--- src/rtl/mem_inspector_pkg.sv ---
// Shared types and constants for the memory inspector.
// Auto-refresh variant is enabled with MEM_INSPECTOR_AUTOREFRESH_EN.
package mem_inspector_pkg;

    localparam int DEF_DEBOUNCE_CYCLES = 65536;
    localparam int DEF_SCAN_DIV        = 1024;
    localparam int DEF_REFRESH_CYCLES  = 1 << 20;

    typedef enum logic [1:0] {IDLE, REQ, WAIT, CAPTURE} rd_state_e;

    // Active-low {dp,g..a}, dp off, indexed by hex value
    localparam logic [15:0][7:0] SEG_TBL = {
        8'h8E, 8'h86, 8'hA1, 8'hC6, 8'h83, 8'h88, 8'h90, 8'h80,
        8'hF8, 8'h82, 8'h92, 8'h99, 8'hB0, 8'hA4, 8'hF9, 8'hC0
    };

    function automatic logic [7:0] hex2seg(logic [3:0] h, logic dp);
        return {dp, SEG_TBL[h][6:0]};
    endfunction

endpackage

--- src/rtl/mem_inspector_if.sv ---
// Memory read port between the inspector (master) and a memory (slave).
// Auto-refresh option (MEM_INSPECTOR_AUTOREFRESH_EN) does not change it.
interface mem_inspector_if #(
    parameter int ADDR_W = 16,
    parameter int DATA_W = 32
);
    logic [ADDR_W-1:0] mem_addr;
    logic              mem_req;
    logic [DATA_W-1:0] mem_rdata;
    logic              busy;

    modport master (
        output mem_addr,
        output mem_req,
        output busy,
        input  mem_rdata
    );

    modport slave (
        input  mem_addr,
        input  mem_req,
        input  busy,
        output mem_rdata
    );
endinterface

--- src/rtl/mem_inspector_btn_debounce.sv ---
// Button synchroniser, stable-level filter and rising-edge press pulse.
// Unaffected by MEM_INSPECTOR_AUTOREFRESH_EN.
module btn_debounce #(
    parameter int DEBOUNCE_CYCLES = 65536
) (
    input  logic clk,
    input  logic reset,
    input  logic btn_i,
    output logic press_o
);
    localparam int CW = $clog2(DEBOUNCE_CYCLES + 1);

    logic          sync0_q;
    logic          sync1_q;
    logic          level_q;
    logic          press_q;
    logic [CW-1:0] cnt_q;

    always_ff @(posedge clk) begin
        if (reset) begin
            sync0_q <= 1'b0;
            sync1_q <= 1'b0;
            level_q <= 1'b0;
            press_q <= 1'b0;
            cnt_q   <= '0;
        end else begin
            sync0_q <= btn_i;
            sync1_q <= sync0_q;
            press_q <= 1'b0;
            if (sync1_q == level_q) begin
                cnt_q <= '0;
            end else if (cnt_q == CW'(DEBOUNCE_CYCLES - 1)) begin
                // Nth consecutive differing sample: accept new level
                cnt_q   <= '0;
                level_q <= sync1_q;
                press_q <= sync1_q;
            end else begin
                cnt_q <= cnt_q + 1'b1;
            end
        end
    end

    assign press_o = press_q;

endmodule

--- src/rtl/mem_inspector.sv ---
// Debug display controller: steps an address, reads memory, shows hex on 7-seg.
// Define MEM_INSPECTOR_AUTOREFRESH_EN for periodic re-reads (REFRESH_CYCLES).
module mem_inspector
    import mem_inspector_pkg::*;
#(
    parameter int ADDR_W          = 16,
    parameter int DATA_W          = 32,
    parameter int NUM_DIGITS      = 4,
    parameter int ADDR_STEP       = 4,
    parameter int RD_LAT          = 1,
    parameter int DEBOUNCE_CYCLES = DEF_DEBOUNCE_CYCLES,
    parameter int SCAN_DIV        = DEF_SCAN_DIV
`ifdef MEM_INSPECTOR_AUTOREFRESH_EN
    , parameter int REFRESH_CYCLES = DEF_REFRESH_CYCLES
`endif
) (
    input  logic                  clk,
    input  logic                  reset,
    input  logic                  btn_inc_i,
    input  logic                  btn_dec_i,
    input  logic                  show_addr_i,
    mem_inspector_if.master       mem,
    output logic [NUM_DIGITS-1:0] an_o,
    output logic [7:0]            seg_o
);
    localparam int PW = $clog2(SCAN_DIV + 1);

    logic              inc_p;
    logic              dec_p;
    logic              chg;
    logic              refresh;
    logic              launch;
    logic [ADDR_W-1:0] addr_q;
    logic [ADDR_W-1:0] addr_d;
    logic [ADDR_W-1:0] mem_addr_q;
    logic [DATA_W-1:0] data_q;
    logic              pending_q;
    logic              mem_req_q;
    logic              busy_q;
    logic [2:0]        wcnt_q;
    rd_state_e         state_q;

    btn_debounce #(.DEBOUNCE_CYCLES(DEBOUNCE_CYCLES)) u_inc (
        .clk(clk), .reset(reset), .btn_i(btn_inc_i), .press_o(inc_p)
    );
    btn_debounce #(.DEBOUNCE_CYCLES(DEBOUNCE_CYCLES)) u_dec (
        .clk(clk), .reset(reset), .btn_i(btn_dec_i), .press_o(dec_p)
    );

    // Opposing presses in the same cycle cancel out
    assign chg = inc_p ^ dec_p;

    always_comb begin
        addr_d = addr_q;
        if (inc_p && !dec_p)
            addr_d = addr_q + ADDR_W'(ADDR_STEP);
        else if (dec_p && !inc_p)
            addr_d = addr_q - ADDR_W'(ADDR_STEP);
    end

`ifdef MEM_INSPECTOR_AUTOREFRESH_EN
    localparam int RW = $clog2(REFRESH_CYCLES + 1);
    logic [RW-1:0] rcnt_q;

    assign refresh = (rcnt_q == RW'(REFRESH_CYCLES - 1));

    always_ff @(posedge clk) begin
        if (reset || chg || refresh)
            rcnt_q <= '0;
        else
            rcnt_q <= rcnt_q + 1'b1;
    end
`else
    assign refresh = 1'b0;
`endif

    assign launch = (state_q == IDLE) && pending_q;

    always_ff @(posedge clk) begin
        if (reset) begin
            state_q    <= IDLE;
            addr_q     <= '0;
            mem_addr_q <= '0;
            data_q     <= '0;
            pending_q  <= 1'b1;
            mem_req_q  <= 1'b0;
            busy_q     <= 1'b0;
            wcnt_q     <= '0;
        end else begin
            addr_q    <= addr_d;
            mem_req_q <= 1'b0;
            pending_q <= (pending_q && !launch) || chg || refresh;
            unique case (state_q)
                IDLE: begin
                    if (pending_q) begin
                        state_q    <= REQ;
                        mem_req_q  <= 1'b1;
                        busy_q     <= 1'b1;
                        mem_addr_q <= addr_q;
                    end
                end
                REQ: begin
                    wcnt_q <= '0;
                    if (RD_LAT > 1)
                        state_q <= WAIT;
                    else
                        state_q <= CAPTURE;
                end
                WAIT: begin
                    if (wcnt_q == 3'(RD_LAT - 2))
                        state_q <= CAPTURE;
                    else
                        wcnt_q <= wcnt_q + 1'b1;
                end
                CAPTURE: begin
                    data_q  <= mem.mem_rdata;
                    busy_q  <= 1'b0;
                    state_q <= IDLE;
                end
                default: state_q <= IDLE;
            endcase
        end
    end

    assign mem.mem_addr = mem_addr_q;
    assign mem.mem_req  = mem_req_q;
    assign mem.busy     = busy_q;

    logic [PW-1:0]         psc_q;
    logic [2:0]            idx_q;
    logic [NUM_DIGITS-1:0] an_q;
    logic [7:0]            seg_q;
    logic [63:0]           src;
    logic [3:0]            nib;
    logic                  dp;

    always_comb begin
        src = show_addr_i ? 64'(mem_addr_q) : 64'(data_q);
        nib = src[{idx_q, 2'b00} +: 4];
        dp  = !(((idx_q == 3'd0) && busy_q) ||
                ((idx_q == 3'(NUM_DIGITS - 1)) && show_addr_i));
    end

    always_ff @(posedge clk) begin
        if (reset) begin
            psc_q <= '0;
            idx_q <= '0;
            an_q  <= '1;
            seg_q <= 8'hFF;
        end else begin
            an_q  <= ~(NUM_DIGITS'(1) << idx_q);
            seg_q <= hex2seg(nib, dp);
            if (psc_q == PW'(SCAN_DIV - 1)) begin
                psc_q <= '0;
                if (idx_q == 3'(NUM_DIGITS - 1))
                    idx_q <= 3'd0;
                else
                    idx_q <= idx_q + 3'd1;
            end else begin
                psc_q <= psc_q + 1'b1;
            end
        end
    end

    assign an_o  = an_q;
    assign seg_o = seg_q;

endmodule

--- src/flat_wrapper.sv ---
// flat-port wrapper written by rule: the top's interface ports become plain ports
module mem_inspector_flat import mem_inspector_pkg::*;
#(
    parameter int ADDR_W          = 16,
    parameter int DATA_W          = 32,
    parameter int NUM_DIGITS      = 4,
    parameter int ADDR_STEP       = 4,
    parameter int RD_LAT          = 1,
    parameter int DEBOUNCE_CYCLES = DEF_DEBOUNCE_CYCLES,
    parameter int SCAN_DIV        = DEF_SCAN_DIV

)
  (clk, reset, btn_inc_i, btn_dec_i, show_addr_i, an_o, seg_o, mem_mem_addr, mem_mem_req, mem_busy, mem_mem_rdata);
  mem_inspector_if #(.ADDR_W(ADDR_W), .DATA_W(DATA_W)) mem_i ();
  input  logic clk;
  input  logic reset;
  input  logic btn_inc_i;
  input  logic btn_dec_i;
  input  logic show_addr_i;
  output logic [NUM_DIGITS-1:0] an_o;
  output logic [7:0] seg_o;
  output wire logic [$bits(mem_i.mem_addr)-1:0] mem_mem_addr;
  output wire logic [$bits(mem_i.mem_req)-1:0] mem_mem_req;
  output wire logic [$bits(mem_i.busy)-1:0] mem_busy;
  input wire logic [$bits(mem_i.mem_rdata)-1:0] mem_mem_rdata;
  assign mem_mem_addr = mem_i.mem_addr;
  assign mem_mem_req = mem_i.mem_req;
  assign mem_busy = mem_i.busy;
  assign mem_i.mem_rdata = mem_mem_rdata;
  mem_inspector #(.ADDR_W(ADDR_W), .DATA_W(DATA_W), .NUM_DIGITS(NUM_DIGITS), .ADDR_STEP(ADDR_STEP), .RD_LAT(RD_LAT), .DEBOUNCE_CYCLES(DEBOUNCE_CYCLES), .SCAN_DIV(SCAN_DIV)) u_core (.clk(clk), .reset(reset), .btn_inc_i(btn_inc_i), .btn_dec_i(btn_dec_i), .show_addr_i(show_addr_i), .mem(mem_i), .an_o(an_o), .seg_o(seg_o));
endmodule
--- config.mk ---
export PLATFORM = sky130hd
export DESIGN_NAME = mem_inspector_flat
export DESIGN_NICKNAME = d
export VERILOG_FILES = /design/src/rtl/mem_inspector_pkg.sv /design/src/rtl/mem_inspector_if.sv /design/src/rtl/mem_inspector_btn_debounce.sv /design/src/rtl/mem_inspector.sv /design/src/flat_wrapper.sv
export SDC_FILE = /design/constraint.sdc
export NUM_CORES = 1
export LEC_CHECK = 0
export ABC_AREA = 0
export CAP_MARGIN = 25
export CORE_AREA = 8 8 113 115
export CTS_BUF_LIST = sky130_fd_sc_hd__clkbuf_4 sky130_fd_sc_hd__clkbuf_8
export DETAILED_ROUTE_END_ITERATION = 16
export DIE_AREA = 0 0 121 123
export GPL_ROUTABILITY_DRIVEN = 0
export PLACE_DENSITY = 0.84
export SETUP_SLACK_MARGIN = 0.15
export SLEW_MARGIN = 20
export SYNTH_ARGS = -nofsm -noshare
export SYNTH_HDL_FRONTEND = slang
export SYNTH_HIERARCHICAL = 1
export SYNTH_SLANG_ARGS = --single-unit
--- constraint.sdc ---
create_clock -name clk -period 4.9 [get_ports clk]
set_clock_uncertainty 0.05 [all_clocks]
set_input_delay 0.98 -clock clk [delete_from_list [all_inputs] [get_ports clk]]
set_output_delay 0.98 -clock clk [all_outputs]
set_load 0.05 [all_outputs]
==> results of run 1 <==
sequential cells by signal, indices dropped and copies added, names as in the netlist, 2 cells and up:
name,count
u_core/mem.mem_addr,14
u_core/state_q,2
u_core/wcnt_q,3
u_core/an_o,4
u_core/psc_q,11
u_core/data_q,32
u_core/u_inc/cnt_q,17
u_core/addr_q,14
u_core/u_dec/cnt_q,17
u_core/seg_o,8
u_core/idx_q,3
layer usage:
metal | track usage, % | vias to the layer above
li1 | - | 2526
met5 | 0 | -
met4 | 8.353 | 0
met1 | 22.15 | 2494
met3 | 4.612 | 36
met2 | 36.30 | 185
logic make-up (layout without fill, tap and decap cells):
group | Yosys count | in the layout | synth area share (%)
and+or+nand+nor | 275 | 275 | 20.41
DFF | 136 | 136 | 42.62
AOI/OAI and AO/OA | 98 | 98 | 9.460
buffers and inverters | 64 | 133 | 4.426
muxes | 56 | 56 | 11.12
xor gates and xnor gates | 36 | 36 | 4.935
adders and majority gates | 35 | 35 | 6.972
other | 1 | 2 | 0.05870
critical path: cells and delay by family:
family          cells  cell delay (ps)
compound gates      1              560
fa+ha+maj           1              300
buf+inv             3              970
mux                 3              820
simple gates        2              130
cells in the mapped netlist, types with 2 or more instances:
cell type	count
a211o_1	3
a211oi_1	2
a21o_1	4
a21oi_1	46
a221o_1	3
a22oi_1	2
a31oi_1	2
and2_1	4
and3_1	8
and4bb_2	2
buf_1	11
buf_2	4
buf_4	2
buf_6	4
clkbuf_1	7
dfxtp_1	136
ha_1	34
inv_1	36
mux2_2	2
mux2i_1	44
mux4_1	6
mux4_2	4
nand2_1	74
nand2b_1	2
nand3_1	19
nand4_1	12
nand4_2	2
nor2_1	102
nor2b_1	8
nor3_1	15
nor4_2	4
nor4b_1	2
o211ai_1	4
o21a_1	2
o21ai_0	17
o221ai_1	3
o32ai_1	2
or3_1	13
or3b_2	2
xnor2_1	25
xor2_1	11
metrics by stage:
step / total power (uW) / instance area (um2) / std cells / setup slack, ps / hold WS (ps)
final: 2545 / 7483 / 914 / 1384 / 394.6
after global routing: 2649 / 7483 / 914 / 1232 / 419.5
after detailed placement: 1610 / 7069 / 882 / 1080 / 379.0
after CTS: 2560 / 7483 / 914 / 1530 / 395.2
after floorplan: 1496 / 6392 / 702 / 1992 / 363.8
after global placement: 1588 / 7069 / 882 / 1264 / 371.9
final cells by class:
| type | instances | area (um2) |
|---|---|---|
| Inverter | 36 | 135.1 |
| Clock inverter | 9 | 122.6 |
| Tap cell | 143 | 178.9 |
| Multi-Input combinational cell | 502 | 3390 |
| Clock buffer | 23 | 291.5 |
| Sequential cell | 136 | 2723 |
| Timing Repair Buffer | 65 | 643.1 |
| Fill cell | 901 | 3593 |
power by group through the flow:
| stage | logic [uW] | clock network, uW | registers (uW) |
|---|---|---|---|
| floorplan | 225 | 0 | 1270 |
| global placement | 358 | 0 | 1230 |
| detailed placement | 377 | 0 | 1230 |
| CTS | 386 | 964 | 1210 |
| global route | 419 | 1010 | 1220 |
| finish | 386 | 948 | 1210 |
how the worst max path moves through the flow:
stage                      startpoint                          to  depth (start not counted)
after global routing      show_addr_i  u_core/seg_o[3]$_SDFF_PP1_                         10
after global placement    show_addr_i  u_core/seg_o[5]$_SDFF_PP1_                          9
after CTS                 show_addr_i  u_core/seg_o[5]$_SDFF_PP1_                          9
after floorplan           show_addr_i  u_core/seg_o[5]$_SDFF_PP1_                          9
after detailed placement  show_addr_i  u_core/seg_o[5]$_SDFF_PP1_                          9
final                     show_addr_i  u_core/seg_o[3]$_SDFF_PP1_                         10
==> key figures, run 1 <==
Die
  – Initial core utilization: 57.68%
  – Die Area: 0.01488 mm2
  – Die height: 123 um
  – I/O pin cnt: 67
  – Row count: 39
  – Core area: 0.01108 mm2
  – Die Wd: 121 um

Detailed routing
  – Drt total wl: 14.79 mm
  – Vias/cell: 5.734
  – DR WL met3: 847 um
  – Metal2 WL: 7.603 mm
  – Met1 WL: 6.034 mm
  – DRT antenna net count: 0
  – Top routing layer in use: met4
  – DRT iter0 DRCs: 601
  – Via count: 5241
  – DR pass1 iterations: 5
  – Residual DRC count: 0
  – WL/cell: 16.18 um

Timing
  – Unrepaired setup endpoints after global routing: no
  – Slew Limit Fails: 0
  – Worst Tran Pin Value: 1039 ps
  – Final setup violation count: 0
  – FMAX: 284.4 MHz
  – Headroom to the max-slew limit: 30.71%
  – Crit path time final: 3516 ps
  – Period utilisation layout: 71.75%
  – Post-Route Setup TNS: 0 ps
  – Final Hold Fails: 0

Logic synthesis
  – Number of synthesized flops with an enable pin: 0
  – Seq/Total Area, Yosys: 42.62%
  – YS warnings: 13
  – Area contributors post-synth: dfxtp_1 43%, mux2i_1 6.9%, ha_1 6.7%, nor2_1 6.0%, nand2_1 4.3%
  – Yosys top cell area share: 42.62%
  – Mapped Area: 0.006389 mm2
  – Post-synth top flop: dfxtp_1
  – Post-synth ARST share: 0%
  – Yosys reg bits: 136
  – Cell taking the most area after synthesis: dfxtp_1
  – Yosys cell types: 57
  – Mapped Cells: 701
  – Synth Area per Inst: 9.114 um2

Pwr
  – IR Drop Worst-Case VDD: 0.3188 mV
  – Clock group share of total power: 37.3%
  – Pleak: 0.002783 uW
  – Switching pwr: 675.4 uW
  – Sequential power share: 47.6%
  – Logic pwr share: 15.2%
  – Sw frac: 26.54%
  – Internal power: 1870 uW
  – PwrDens: 340.1 mW/mm2

Min path
  – Worst hold stages: 1
  – Hold EP: u_core/u_dec/sync1_q$_SDFF_PP0_
  – Worst hold path startpoint: u_core/u_dec/sync0_q$_SDFF_PP0_
  – Min-delay worst type: flip-flop to flip-flop

Critical path
  – Critical Path RT: 5150 ps
  – FF-to-FF path depth: 10
  – Worst R2R End: u_core/addr_q[15]$_SDFFE_PP0P_
  – Startpoint types: primary input
  – Critical path class: primary input to flip-flop
  – Slowest Stage Delay on Critical Path: 690 ps
  – FF-to-FF Start: u_core/u_dec/press_o$_SDFF_PP0_
  – CP cell instances: clkdlybuf4s50_1, mux4_2, nor2_1, o32ai_1, inv_1, ha_1, inv_1, mux2i_1, mux2i_1, nand2_1
  – Slowest stage cell, crit path: clkdlybuf4s50_1
  – Worst setup EP type: flip-flop
  – Worst Path Max Fanout: 12
  – R2r setup slk: 1940 ps
  – Critical Path AT: 3770 ps

Cells and area
  – Ratio of cells with drive above 1 in the final layout: 6.874%
  – Layout area overhead: 17.14%
  – Diode count: 0
  – Layout Utilization: 67.56%
  – # nets final: 830
  – Most frequent cells in the layout: 136 x dfxtp_1, 102 x nor2_1, 74 x nand2_1
  – Commonest non-fill, non-tap cell in the layout: dfxtp_1

Global routing
  – Total track usage: 20.02%
  – Initial antenna violation count: 0
  – Global-route wire length before repair: 24.12 mm
  – Vias in the first global route: 5177
  – Pin count of the biggest net entering global routing: 52
  – Overflow after GRT: 0

CTS
  – Worst-path clk slew: 70 ps
  – Root buffer cell: clkbuf_8
  – H-tree level count: 4
  – Num CTS Buffers: 17
  – CTS tree: done
  – Post-CTS Setup Bufs: 0
  – Post-cts resize count: 0
  – Sink Count: 136
  – Hold_buf cts: 0
  – Worst-Skew Late Latency: 440 ps
  – CTS Buffer Depth: 2

Job
  – Max-Cap Viols: 0

Place
  – Buffers added on ports: 64
  – Dpl hpwl: 10.39 mm

Outcome
  – Status: complete, no violations
(Power assumes the default switching activity.)
==> run 2, diff against run 1 <==
--- a/config.mk
+++ b/config.mk
@@ -7,12 +7,12 @@
 export LEC_CHECK = 0
 export ABC_AREA = 0
 export CAP_MARGIN = 25
-export CORE_AREA = 8 8 113 115
+export CORE_AREA = 8 8 114 116
 export CTS_BUF_LIST = sky130_fd_sc_hd__clkbuf_4 sky130_fd_sc_hd__clkbuf_8
 export DETAILED_ROUTE_END_ITERATION = 16
-export DIE_AREA = 0 0 121 123
+export DIE_AREA = 0 0 122 124
 export GPL_ROUTABILITY_DRIVEN = 0
-export PLACE_DENSITY = 0.84
+export PLACE_DENSITY = 0.83
 export SETUP_SLACK_MARGIN = 0.15
 export SLEW_MARGIN = 20
 export SYNTH_ARGS = -nofsm -noshare
==> constraint.sdc (replaced) <==
create_clock -name clk -period 3.4 [get_ports clk]
set_clock_uncertainty 0.05 [all_clocks]
set_input_delay 0.68 -clock clk [delete_from_list [all_inputs] [get_ports clk]]
set_output_delay 0.68 -clock clk [all_outputs]
set_load 0.05 [all_outputs]
==> key figures, run 2 (same netlist as run 1, synthesis figures left out) <==
Outcome
  – Status: complete, no violations

Critical path
  – Startpoint types: primary input
  – FF-to-FF path depth: 6 (-4)
  – CP cell instances: clkdlybuf4s50_1, buf_4, or2b_1, o22ai_1, and2b_1, a22o_1, o21ai_0
  – Worst setup EP type: flip-flop
  – Slowest Stage Delay on Critical Path: 760 ps (+70 ps)
  – Worst Path Max Fanout: 12 (unchanged)
  – Critical Path RT: 3700 ps (-1450 ps)
  – Critical Path Source: show_addr_i
  – FF-to-FF Start: u_core/idx_q[0]$_SDFFE_PP0P_
  – Critical path class: primary input to flip-flop
  – Critical Path AT: 3360 ps (-410 ps)
  – Slowest stage cell, crit path: o22ai_1

CTS
  – Worst-path clk slew: 70 ps (about the same)
  – Post-cts resize count: 0 (unchanged)
  – CTS Buffer Depth: 2 (unchanged)
  – Num CTS Buffers: 17 (unchanged)
  – CTS tree: done
  – Worst-Skew Late Latency: 450 ps (about the same)
  – Sink Count: 136 (unchanged)
  – Hold_buf cts: 0 (unchanged)
  – Root buffer cell: clkbuf_8
  – Post-CTS Setup Bufs: 0 (unchanged)
  – H-tree level count: 4 (unchanged)

Cells and area
  – Most frequent cells in the layout: 136 x dfxtp_1, 102 x nor2_1, 74 x nand2_1
  – Filler-free cell count of the finished design: 918 (+0.44%)
  – Commonest non-fill, non-tap cell in the layout: dfxtp_1
  – Ratio of cells with drive above 1 in the final layout: 7.355% (+0.48 points)
  – Diode count: 0 (unchanged)
  – Number of flip-flops in the largest register: 32 (unchanged)
  – # nets final: 834 (+0.48%)
  – Layout area overhead: 17.78%
  – Top Registers: u_core/data_q: 32 flops, u_core/u_dec/cnt_q: 17 flops, u_core/u_inc/cnt_q: 17 flops
  – Largest Register: u_core/data_q

Place
  – Post-Place Cells: 886 (+0.45%)
  – Dpl hpwl: 10.67 mm (+2.7%)
  – Buffers added on ports: 64 (unchanged)

Global routing
  – Total track usage: 20.14% (+0.12 points)
  – Overflow after GRT: 0 (unchanged)
  – Initial antenna violation count: 0 (unchanged)
  – Vias in the first global route: 5119 (-1.1%)
  – Global-route wire length before repair: 24.23 mm (+0.46%)
  – Pin count of the biggest net entering global routing: 60 (+15%)

Timing
  – Slew Limit Fails: 0 (unchanged)
  – Crit path time final: 3060 ps
  – FMAX: 326.8 MHz
  – Unrepaired setup endpoints after global routing: no
  – Headroom to the max-slew limit: 29.84% (-0.87 points)
  – Period utilisation layout: 90.01%
  – Worst Tran Pin Value: 1052 ps (+13.06 ps)
  – Final setup violation count: 0 (unchanged)
  – Final Hold Fails: 0 (unchanged)
  – Post-Route Setup TNS: 0 ps (unchanged)

Die
  – Die height: 124 um (+0.81%)
  – Die Area: 0.01513 mm2 (+1.6%)
  – Row count: 39 (unchanged)
  – I/O pin cnt: 67 (unchanged)
  – Die Wd: 122 um (+0.83%)
  – Initial core utilization: 57.17% (-0.50 points)
  – Core area: 0.01117 mm2 (+0.88%)

Min path
  – Worst hold stages: 1 (unchanged)
  – Min-delay worst type: flip-flop to flip-flop
  – Worst hold path startpoint: u_core/u_inc/sync0_q$_SDFF_PP0_

Pwr
  – IR Drop Worst-Case VDD: 0.3694 mV (+16%)
  – PwrDens: 489.8 mW/mm2 (+44%)
  – Pleak: 0.002793 uW (+0.35%)

Detailed routing
  – DRT iter0 DRCs: 458 (-24%)
  – Residual DRC count: 0 (unchanged)
  – DRT antenna net count: 0 (unchanged)
  – Drt total wl: 14.96 mm (+1.2%)
  – Via count: 5234 (-0.13%)
  – DR pass1 iterations: 5 (unchanged)
  – WL/cell: 16.30 um (+0.72%)
  – Vias/cell: 5.702 (-0.57%)

Job
  – Max-Cap Viols: 0 (unchanged)
[run 2: cell types whose count changed in the layout (fill, tap and decap cells not counted)]
| cell | before | now |
|---|---|---|
| clkinv_4 | 0 | 4 |
| inv_6 | 0 | 2 |
| clkinvlp_4 | 1 | 3 |
| clkbuf_4 | 4 | 1 |
| clkbuf_8 | 19 | 18 |
| buf_4 | 1 | 5 |
| clkinv_2 | 5 | 1 |
[run 2: metrics by stage]
| step | utilization (%) | setup slack (ps) | hold slack [ps] | power [uW] | cell area (um2) |
|---|---|---|---|---|---|
| 4_1_cts | 67.34 | 369.6 | 393.2 | 3717 | 7525 |
| 3_3_place_gp | 63.53 | 227.8 | 368.4 | 2292 | 7099 |
| 5_1_grt | 67.34 | 212.5 | 407.1 | 3854 | 7525 |
| 3_5_place_dp | 63.53 | -17.16 | 373.9 | 2322 | 7099 |
| 6_report | 67.34 | 339.6 | 389.2 | 3686 | 7525 |
| 2_1_floorplan | - | 792.4 | 363.8 | 2156 | 6392 |
[run 2: per-layer routing]
metal	vias up	global-route usage [%]	part of all wire [%]
li1	2550	-	-
met2	185	35.12	51
met3	40	5.168	6.3
met5	-	0	0
met4	0	11.41	2.9
met1	2459	21.96	40
[run 2: power breakdown]
part           leakage [uW]  switching, uW  internal (uW)
sequential          0.00110           63.5           1680
clock              0.000206            630            759
combinational       0.00148            327            222
[run 2: layout make-up]
class                           instances  area [um2]
Sequential cell                       136        2723
Clock buffer                           19       255.2
Tap cell                              143       178.9
Clock inverter                         13       170.2
Inverter                               36       135.1
Multi-Input combinational cell        502        3390
Timing Repair Buffer                   69       673.1
Fill cell                             857        3650
[run 2: worst max-delay path, delay by kind of cell]
family,cells,cell delay [ps]
and+or+nand+nor,2,620
AOI/OAI and AO/OA,3,1210
buffers and inverters,2,840
[run 2: path summary, 6_finish.rpt]
path,endpoint,slack [ps]
max reg2reg,u_core/seg_o[0]$_SDFF_PP1_,430
max,u_core/seg_o[0]$_SDFF_PP1_,340
min,u_core/u_inc/sync1_q$_SDFF_PP0_,390
min reg2reg,u_core/u_inc/sync1_q$_SDFF_PP0_,390
==> run 3, diff against run 2 <==
--- a/config.mk
+++ b/config.mk
@@ -6,7 +6,6 @@
 export NUM_CORES = 1
 export LEC_CHECK = 0
 export ABC_AREA = 0
-export CAP_MARGIN = 25
 export CORE_AREA = 8 8 114 116
 export CTS_BUF_LIST = sky130_fd_sc_hd__clkbuf_4 sky130_fd_sc_hd__clkbuf_8
 export DETAILED_ROUTE_END_ITERATION = 16
==> constraint.sdc (replaced) <==
create_clock -name clk -period 3.2 [get_ports clk]
set_clock_uncertainty 0.05 [all_clocks]
set_input_delay 0.64 -clock clk [delete_from_list [all_inputs] [get_ports clk]]
set_output_delay 0.64 -clock clk [all_outputs]
set_load 0.05 [all_outputs]
==> key figures, run 3 (same netlist as run 1, synthesis figures left out) <==
Outcome
  – Status: complete, no violations

Min path
  – Min-delay worst type: flip-flop to flip-flop

Pwr
  – Logic pwr share: 14.5% (-0.4 points)
  – PwrDens: 524.9 mW/mm2 (+7.2%)
  – Switching pwr: 1042 uW (+2.1%)
  – Sequential power share: 46.6% (-0.8 points)
  – Pleak: 0.002830 uW (+1.3%)
  – IR Drop Worst-Case VDD: 0.3518 mV (-4.8%)
  – Internal power: 2936 uW (+10%)
  – Clock group share of total power: 38.9% (+1.2 points)
  – Sw frac: 26.19% (-1.5 points)

Critical path
  – Startpoint types: flip-flop
  – Slowest Stage Delay on Critical Path: 360 ps (-400 ps)
  – Slowest stage cell, crit path: mux2_2
  – Critical path class: flip-flop to flip-flop
  – FF-to-FF path depth: 10 (+4)
  – Worst R2R End: u_core/addr_q[15]$_SDFFE_PP0P_
  – Worst setup EP type: flip-flop
  – Worst Path Max Fanout: 10 (-2)
  – Critical Path AT: 3080 ps (-280 ps)
  – CP cell instances: inv_1, ha_1, inv_1, ha_1, a21o_1, a21oi_1, a21oi_1, or2_2, o221ai_1, mux2_2
  – Critical Path RT: 3480 ps (-220 ps)
  – Crit path capture: u_core/addr_q[15]$_SDFFE_PP0P_
  – Critical Path Source: u_core/u_dec/press_o$_SDFF_PP0_
  – FF-to-FF Start: u_core/u_dec/press_o$_SDFF_PP0_
  – R2r setup slk: 400 ps (-30 ps)

Cells and area
  – Ratio of cells with drive above 1 in the final layout: 7.831% (+0.48 points)
  – Design area: 0.007577 mm2 (+0.70%)
  – Top Registers: u_core/data_q: 32 flops, u_core/u_dec/cnt_q: 17 flops, u_core/u_inc/cnt_q: 17 flops
  – Commonest non-fill, non-tap cell in the layout: dfxtp_1
  – # nets final: 838 (+0.48%)
  – Largest Register: u_core/data_q
  – Number of flip-flops in the largest register: 32 (unchanged)
  – Most frequent cells in the layout: 136 x dfxtp_1, 102 x nor2_1, 74 x nand2_1
  – Layout area overhead: 18.61%
  – Diode count: 0 (unchanged)
  – Layout Utilization: 67.81% (+0.47 points)

Detailed routing
  – DR pass1 iterations: 6 (+1)
  – Residual DRC count: 0 (unchanged)
  – DRT antenna net count: 0 (unchanged)
  – WL/cell: 15.21 um (-6.7%)
  – Via count: 5161 (-1.4%)
  – Drt total wl: 14.02 mm (-6.3%)
  – DRT iter0 DRCs: 462 (+0.87%)
  – Vias/cell: 5.598 (-1.8%)

Timing
  – Crit path time final: 2802 ps
  – Final Hold Fails: 0 (unchanged)
  – Unrepaired setup endpoints after global routing: no
  – Headroom to the max-slew limit: 30.87% (+1.0 points)
  – FMAX: 356.8 MHz
  – Post-Route Setup TNS: 0 ps (unchanged)
  – Worst Tran Pin Value: 1037 ps (-15.49 ps)
  – Final setup violation count: 0 (unchanged)
  – Period utilisation layout: 87.58%
  – Slew Limit Fails: 0 (unchanged)

CTS
  – Num CTS Buffers: 17 (unchanged)
  – Root buffer cell: clkbuf_8
  – CTS Buffer Depth: 2 (unchanged)
  – Sink Count: 136 (unchanged)
  – Worst-path clk slew: 80 ps (about the same)
  – Worst-Skew Late Latency: 440 ps (about the same)
  – Post-cts resize count: 0 (unchanged)
  – Post-CTS Setup Bufs: 0 (unchanged)
  – CTS tree: done
  – Hold_buf cts: 0 (unchanged)
  – H-tree level count: 4 (unchanged)

Global routing
  – Vias in the first global route: 4962 (-3.1%)
  – Global-route wire length before repair: 23.00 mm (-5.0%)
  – Overflow after GRT: 0 (unchanged)
  – Pin count of the biggest net entering global routing: 37 (-38%)
  – Total track usage: 19.04% (-1.1 points)
  – Initial antenna violation count: 0 (unchanged)

Die
  – Initial core utilization: 57.17% (unchanged)
  – I/O pin cnt: 67 (unchanged)
  – Die Wd: 122 um (unchanged)
  – Die Area: 0.01513 mm2 (unchanged)
  – Die height: 124 um (unchanged)
  – Core area: 0.01117 mm2 (unchanged)
  – Row count: 39 (unchanged)

Place
  – Buffers added on ports: 64 (unchanged)
  – Placed Area: 0.007129 mm2 (+0.42%)
  – Dpl hpwl: 10.23 mm (-4.0%)

Job
  – Max-Cap Viols: 0 (unchanged)
## run 3: worst max-delay path, delay by kind of cell (launching register included)
kind	cells	cell delay, ps
AO/OA/AOI/OAI	4	740
adder cells (fa/ha/maj)	2	590
multiplexers	1	360
buffers and inverters	2	340
flip-flops	1	310
AND/OR/NAND/NOR	1	310
## run 3: power groups by stage
| stage | logic (uW) | registers (uW) | clock network, uW |
|---|---|---|---|
| after global placement | 554 | 1880 | 0 |
| after detailed placement | 573 | 1890 | 0 |
| after CTS | 576 | 1850 | 1580 |
| final | 576 | 1850 | 1550 |
| after floorplan | 344 | 1950 | 0 |
| after global routing | 633 | 1860 | 1650 |
## run 3: worst min-delay path by stage
stage | cells past startpoint | startpoint | end | slack, ps
2_1_floorplan | 1 | u_core/u_dec/sync0_q$_SDFF_PP0_ | u_core/u_dec/sync1_q$_SDFF_PP0_ | 360
3_3_place_gp | 1 | u_core/u_dec/sync0_q$_SDFF_PP0_ | u_core/u_dec/sync1_q$_SDFF_PP0_ | 370
3_5_place_dp | 1 | u_core/u_inc/sync0_q$_SDFF_PP0_ | u_core/u_inc/sync1_q$_SDFF_PP0_ | 370
4_1_cts | 1 | u_core/u_inc/sync0_q$_SDFF_PP0_ | u_core/u_inc/sync1_q$_SDFF_PP0_ | 390
5_1_grt | 1 | u_core/u_dec/sync0_q$_SDFF_PP0_ | u_core/u_dec/sync1_q$_SDFF_PP0_ | 400
6_report | 1 | u_core/u_dec/sync0_q$_SDFF_PP0_ | u_core/u_dec/sync1_q$_SDFF_PP0_ | 390
## run 3: per-layer routing
metal	vias up	GRT usage, %	wire length [um]
met4	0	9.946	391
met3	41	5.349	795
met1	2421	21.11	5891
met2	154	32.80	6945
met5	-	0	0
li1	2545	-	-
## run 3: final cells by class
cell class                      count  area [um2]
Tap cell                          143       178.9
Clock buffer                       20       275.3
Multi-Input combinational cell    502        3390
Sequential cell                   136        2723
Fill cell                         840        3597
Inverter                           36       135.1
Timing Repair Buffer               73       703.2
Clock inverter                     12       172.7
## run 3: metrics by stage
stage / hold WS, ps / power, uW / setup slack (ps) / instances
finish: 388.0 / 3977 / 397.6 / 922
global route: 399.6 / 4152 / 220.4 / 922
detailed placement: 372.7 / 2463 / 151.0 / 890
global placement: 368.9 / 2439 / 245.0 / 890
floorplan: 363.8 / 2291 / 592.9 / 702
CTS: 389.6 / 4008 / 402.8 / 922
==> patch 1 (config.mk and constraints of run 3) <==
Take the reset off `addr_q` and load it in a clocked block of its own.
--- a/src/rtl/mem_inspector.sv
+++ b/src/rtl/mem_inspector.sv
@@ -79,7 +79,6 @@
     always_ff @(posedge clk) begin
         if (reset) begin
             state_q    <= IDLE;
-            addr_q     <= '0;
             mem_addr_q <= '0;
             data_q     <= '0;
             pending_q  <= 1'b1;
@@ -87,7 +86,6 @@
             busy_q     <= 1'b0;
             wcnt_q     <= '0;
         end else begin
-            addr_q    <= addr_d;
             mem_req_q <= 1'b0;
             pending_q <= (pending_q && !launch) || chg || refresh;
             unique case (state_q)
@@ -120,6 +118,10 @@
                 default: state_q <= IDLE;
             endcase
         end
+    end
+
+    always_ff @(posedge clk) begin
+        addr_q <= addr_d;
     end
 
     assign mem.mem_addr = mem_addr_q;
Behaviour: no difference found for any inputs over 10 cycles, from zero or initial values and one cycle with reset high; that may be too few to reach the edited logic, so the function may still have changed.
==> patch 1 against run 3 <==
- non-clock buffer count decreased by 2
- combinational power rose by 2%
- cell area down 1.3%
- routed wire length down 1.7%
- largest power group unchanged
- first-iteration DRC count down 14%
- sequential cell count stayed put
- hold slack improved by 1.9 ps
- total power shrank 0.27%
- area after synthesis is 0.98% lower
- synthesized cell count decreased by 7.1%
- count of clock-buffer cells in the layout is 2 higher
- setup slack worse by 36 ps
==> patch 1: results (changes against run 3) <==
<table>
<tr><th>Metric</th><th>Value</th></tr>
<tr><th colspan="2">Logic synthesis</th></tr>
<tr><td>Xor-xnor portion of the synthesized cell area</td><td>0.0581 (+0.00880)</td></tr>
<tr><td>Complex-gate fraction of the synthesized area</td><td>0.0880 (-0.00658)</td></tr>
<tr><td>Fraction of the mapped netlist area in adder cells</td><td>0.0704 (+0.000689)</td></tr>
<tr><td>Commonest cells in the netlist</td><td>122 x dfxtp_1, 103 x nor2_1, 55 x nand2_1</td></tr>
<tr><td>Number of enable-type register cells in the synthesized netlist</td><td>14 (+14)</td></tr>
<tr><td>Syn avg cell area</td><td>9.72 µm² (+6.6%)</td></tr>
<tr><td>Number of different library cells in the post-synthesis netlist</td><td>62 (+8.8%)</td></tr>
<tr><td>Proportion of synthesized chip area in sequential cells</td><td>0.453 (+0.0264)</td></tr>
<tr><th colspan="2">Global routing</th></tr>
<tr><td>Via count of the first global-routing pass</td><td>4937 (-0.50%)</td></tr>
<tr><td>Pin count of the biggest net entering global routing</td><td>36 (-2.7%)</td></tr>
<tr><td>Global-route wire length before repair</td><td>23.1 mm (+0.48%)</td></tr>
<tr><td>Total GRT Usage</td><td>0.190 (-0.000319)</td></tr>
<tr><th colspan="2">Cells and area</th></tr>
<tr><td>Count of nets after finishing</td><td>788 (-6.0%)</td></tr>
<tr><td>Non-filler cells in the finished layout</td><td>872 (-5.4%)</td></tr>
<tr><td>Proportion of layout cells with a drive suffix above 1</td><td>0.0864 (+0.00811)</td></tr>
<tr><th colspan="2">Pwr</th></tr>
<tr><td>Worst-case vdd ir drop</td><td>0.576 mV (+64%)</td></tr>
<tr><td>Static power due to leakage</td><td>2.79 nW (-1.3%)</td></tr>
<tr><th colspan="2">Critical path</th></tr>
<tr><td>Register-to-Register Setup Slack</td><td>360 ps (-40 ps)</td></tr>
<tr><td>CP Capture Point</td><td>u_core/addr_q[12]</td></tr>
<tr><th colspan="2">Placement</th></tr>
<tr><td>Detailed placement HPWL</td><td>10.0 mm (-2.1%)</td></tr>
<tr><td>Area after detailed placement</td><td>0.00705 mm² (-1.1%)</td></tr>
<tr><td>Dpl cells</td><td>840 (-5.6%)</td></tr>
<tr><th colspan="2">Timing</th></tr>
<tr><td>Measured slew at the worst slew-check pin</td><td>1030 ps (-9.42 ps)</td></tr>
<tr><td>Final Critical Period</td><td>2840 ps (+36.5 ps)</td></tr>
<tr><th colspan="2">Routing</th></tr>
<tr><td>Wl on met1</td><td>5.73 mm (-2.7%)</td></tr>
<tr><td>Met3 Wirelength</td><td>879 µm (+11%)</td></tr>
<tr><td>Count of TritonRoute iterations in the first routing pass</td><td>5 (-1)</td></tr>
<tr><td>Sum of met2 wire segment lengths after detailed routing</td><td>6.99 mm (+0.60%)</td></tr>
<tr><td>Detailed-route wire length</td><td>13.8 mm (-1.7%)</td></tr>
<tr><th colspan="2">Status</th></tr>
<tr><td>Result of the run</td><td>finished clean</td></tr>
</table>
-- patch 1: layer usage --
metal / vias to the layer above / global-route usage
li1: 2375 / -
met5: - / 0
met3: 18 / 0.0490
met2: 147 / 0.343
met1: 2351 / 0.211
met4: 0 / 0.0702
-- patch 1: where the power goes --
group          internal [mW]  switching (mW)
clock                  0.897           0.618
sequential              1.81          0.0591
combinational          0.242           0.344
total                   2.95            1.02
-- patch 1: cells by family after synthesis --
family	Yosys count
and+or+nand+nor	243
DFF	136
AOI/OAI and AO/OA	82
buffers and inverters	61
muxes	51
xor gates and xnor gates	42
adders and majority gates	35
other	1
-- patch 1: how the worst min path moves through the flow --
stage,from,slack (ps),to,cells after the start
2_1_floorplan,u_core/u_dec/sync0_q,360,u_core/u_dec/sync1_q,1
3_3_place_gp,u_core/u_dec/sync0_q,370,u_core/u_dec/sync1_q,1
3_5_place_dp,u_core/u_inc/sync0_q,370,u_core/u_inc/sync1_q,1
4_1_cts,u_core/u_inc/sync0_q,390,u_core/u_inc/sync1_q,1
5_1_grt,u_core/u_inc/sync0_q,420,u_core/u_inc/sync1_q,1
6_report,u_core/u_inc/sync0_q,390,u_core/u_inc/sync1_q,1
-- patch 1: final cells by class --
class | instances | area (µm²)
Clock buffer | 22 | 278
Multi-Input combinational cell | 455 | 3190
Timing Repair Buffer | 71 | 688
Fill cell | 848 | 3690
Inverter | 35 | 131
Tap cell | 143 | 179
Sequential cell | 136 | 2860
Clock inverter | 10 | 150
-- patch 1: critical path, cell delays in order (launching register included) --
cell      delay [ps]
dfxtp_1          300
inv_1             50
ha_1             230
inv_1            160
ha_1             360
nor2b_1          150
o21ai_0          240
a21boi_0         220
o221a_2          340
or4_1            470
o211ai_1         110
==> patch 2 (config.mk and constraints of run 3) <==
Made on the original files. `DEF_SCAN_DIV`: 1024 -> 2048.
--- a/src/rtl/mem_inspector_pkg.sv
+++ b/src/rtl/mem_inspector_pkg.sv
@@ -3,7 +3,7 @@
 package mem_inspector_pkg;
 
     localparam int DEF_DEBOUNCE_CYCLES = 65536;
-    localparam int DEF_SCAN_DIV        = 1024;
+    localparam int DEF_SCAN_DIV        = 2048;
     localparam int DEF_REFRESH_CYCLES  = 1 << 20;
 
     typedef enum logic [1:0] {IDLE, REQ, WAIT, CAPTURE} rd_state_e;
Formal check against the unedited RTL: same outputs for any inputs over 10 cycles, from zero or initial values and one cycle with reset high; that may be too few to reach the edited logic, so the function may still have changed.
==> patch 2 against run 3 <==
- setup slack worse by 80 ps
- first-iteration DRC count is 22% lower
- sequential cell count is 1 higher
- routed wire length is 1.8% higher
- cell area is 0.23% higher
- count of clock-buffer cells in the layout is 2 higher
- total power is 3.5% lower
- clock power is 11% lower
- area after synthesis is 1.3% higher
==> patch 2: results (changes against run 3) <==
<table>
<tr><th>Metric</th><th>Value</th></tr>
<tr><th colspan="2">Status</th></tr>
<tr><td>Result of the run</td><td>finished clean</td></tr>
<tr><th colspan="2">Routing</th></tr>
<tr><td>Post-detailed-route via-to-cell ratio</td><td>5.61 (+0.16%)</td></tr>
<tr><td>Wl on met1</td><td>5.90 mm (+0.22%)</td></tr>
<tr><td>Count of TritonRoute iterations in the first routing pass</td><td>7 (+1)</td></tr>
<tr><td>Sum of met2 wire segment lengths after detailed routing</td><td>7.16 mm (+3.1%)</td></tr>
<tr><td>Average wire per cell in the routed design</td><td>15.5 µm (+2.0%)</td></tr>
<tr><td>Total number of vias</td><td>5158 (-0.058%)</td></tr>
<tr><th colspan="2">Timing</th></tr>
<tr><td>Worst slack on hold paths</td><td>392 ps (+4.18 ps)</td></tr>
<tr><th colspan="2">Worst hold path</th></tr>
<tr><td>Worst-case hold path end point</td><td>u_core/u_inc/sync1_q</td></tr>
<tr><th colspan="2">Critical path</th></tr>
<tr><td>Max stage delay on crit path</td><td>650 ps (+290 ps)</td></tr>
<tr><td>Worst path arrival time</td><td>3100 ps (+20 ps)</td></tr>
<tr><td>Length in cells of the worst reg-to-reg path</td><td>9 (-1)</td></tr>
<tr><td>Cell with the largest stage delay on the worst path</td><td>o22ai_1</td></tr>
<tr><td>Worst R2R Start</td><td>u_core/u_inc/press_o</td></tr>
<tr><th colspan="2">Logic synthesis</th></tr>
<tr><td>Synthesized netlist cell count</td><td>703 (+0.29%)</td></tr>
<tr><td>Number of different library cells in the post-synthesis netlist</td><td>61 (+7.0%)</td></tr>
<tr><td>Area contributors post-synth</td><td>dfxtp_1 42%, mux2i_1 6.7%, ha_1 6.6%</td></tr>
<tr><td>Proportion of synthesized chip area in sequential cells</td><td>0.424 (-0.00234)</td></tr>
<tr><td>Commonest cells in the netlist</td><td>137 x dfxtp_1, 107 x nor2_1, 63 x nand2_1</td></tr>
<tr><td>Post-synth top area share</td><td>0.424 (-0.00234)</td></tr>
<tr><th colspan="2">Placement</th></tr>
<tr><td>Dpl ws</td><td>-90.0 ps (-241 ps)</td></tr>
<tr><th colspan="2">Pwr</th></tr>
<tr><td>Worst-case vdd ir drop</td><td>0.348 mV (-1.2%)</td></tr>
<tr><td>Static power due to leakage</td><td>2.83 nW (-0.17%)</td></tr>
<tr><th colspan="2">Cells and area</th></tr>
<tr><td>Proportion of layout cells with a drive suffix above 1</td><td>0.0811 (+0.00278)</td></tr>
<tr><th colspan="2">Global routing</th></tr>
<tr><td>Via count of the first global-routing pass</td><td>5124 (+3.3%)</td></tr>
<tr><td>Pin count of the biggest net entering global routing</td><td>58 (+57%)</td></tr>
<tr><td>Total GRT Usage</td><td>0.191 (+0.000571)</td></tr>
</table>
==> patch 2: changes by cell type in the layout (fill, tap and decap cells not counted), sizes merged, moves of 4 or more <==
cell,delta
nand2,-11
a21oi,-6
and3,+5
nor2,+5
o21ai,-5
a21o,+4
a31oi,+4
nand2b,+4
==> patch 2: power breakdown <==
part	internal (mW)	leakage (nW)	switching, mW
Sequential	1.80	1.11	0.0642
Clock	0.770	0.200	0.609
Combinational	0.242	1.51	0.351
==> patch 2: routing by layer <==
layer	vias to the layer above	global-route usage
li1	2554	-
met1	2441	0.209
met2	139	0.337
met3	24	0.0549
met4	0	0.0864
met5	-	0
==> patch 2: what timing repair did <==
item,in CTS,in global routing
endpoints found under the setup margin,0,1
resized for setup,0,1
endpoints found under the hold margin,0,0
==> patch 2: worst max-delay path by stage <==
| stage | slack [ps] | endpoint | cells after the start | from |
|---|---|---|---|---|
| floorplan | 380 | u_core/addr_q[15] | 10 | u_core/u_dec/press_o |
| global placement | 3 | u_core/seg_o[6] | 8 | show_addr_i |
| detailed placement | -90 | u_core/seg_o[4] | 8 | show_addr_i |
| CTS | 300 | u_core/addr_q[15] | 9 | u_core/u_inc/press_o |
| global route | 230 | u_core/seg_o[4] | 8 | show_addr_i |
| finish | 320 | u_core/seg_o[6] | 8 | show_addr_i |
==> patch 2: cells by family after synthesis <==
kind of cell,share of synthesized area
simple gates,0.198
buf+inv,0.0468
compound gates,0.0974
mux,0.110
fa+ha+maj,0.0688
flops,0.424
other cells,0.000579
xor+xnor,0.0541
==> patch 2: area by class of cell <==
| class | count | share of cell area |
|---|---|---|
| clock buffers | 22 | 0.0390 |
| clock inverters | 8 | 0.0125 |
| inverters | 35 | 0.0173 |
| multi-input cells | 500 | 0.452 |
| flip-flops and latches | 137 | 0.361 |
| well taps | 143 | 0.0236 |
| repair buffers | 75 | 0.0946 |
==> patch 2: worst reg2reg max path, cell delays in order (launching register included) <==
cell	delay [ps]
dfxtp_1	310
ha_1	220
inv_2	170
ha_1	340
and4_4	230
a21o_1	170
a211o_1	290
a2111o_1	380
a31oi_1	200
mux2_1	330
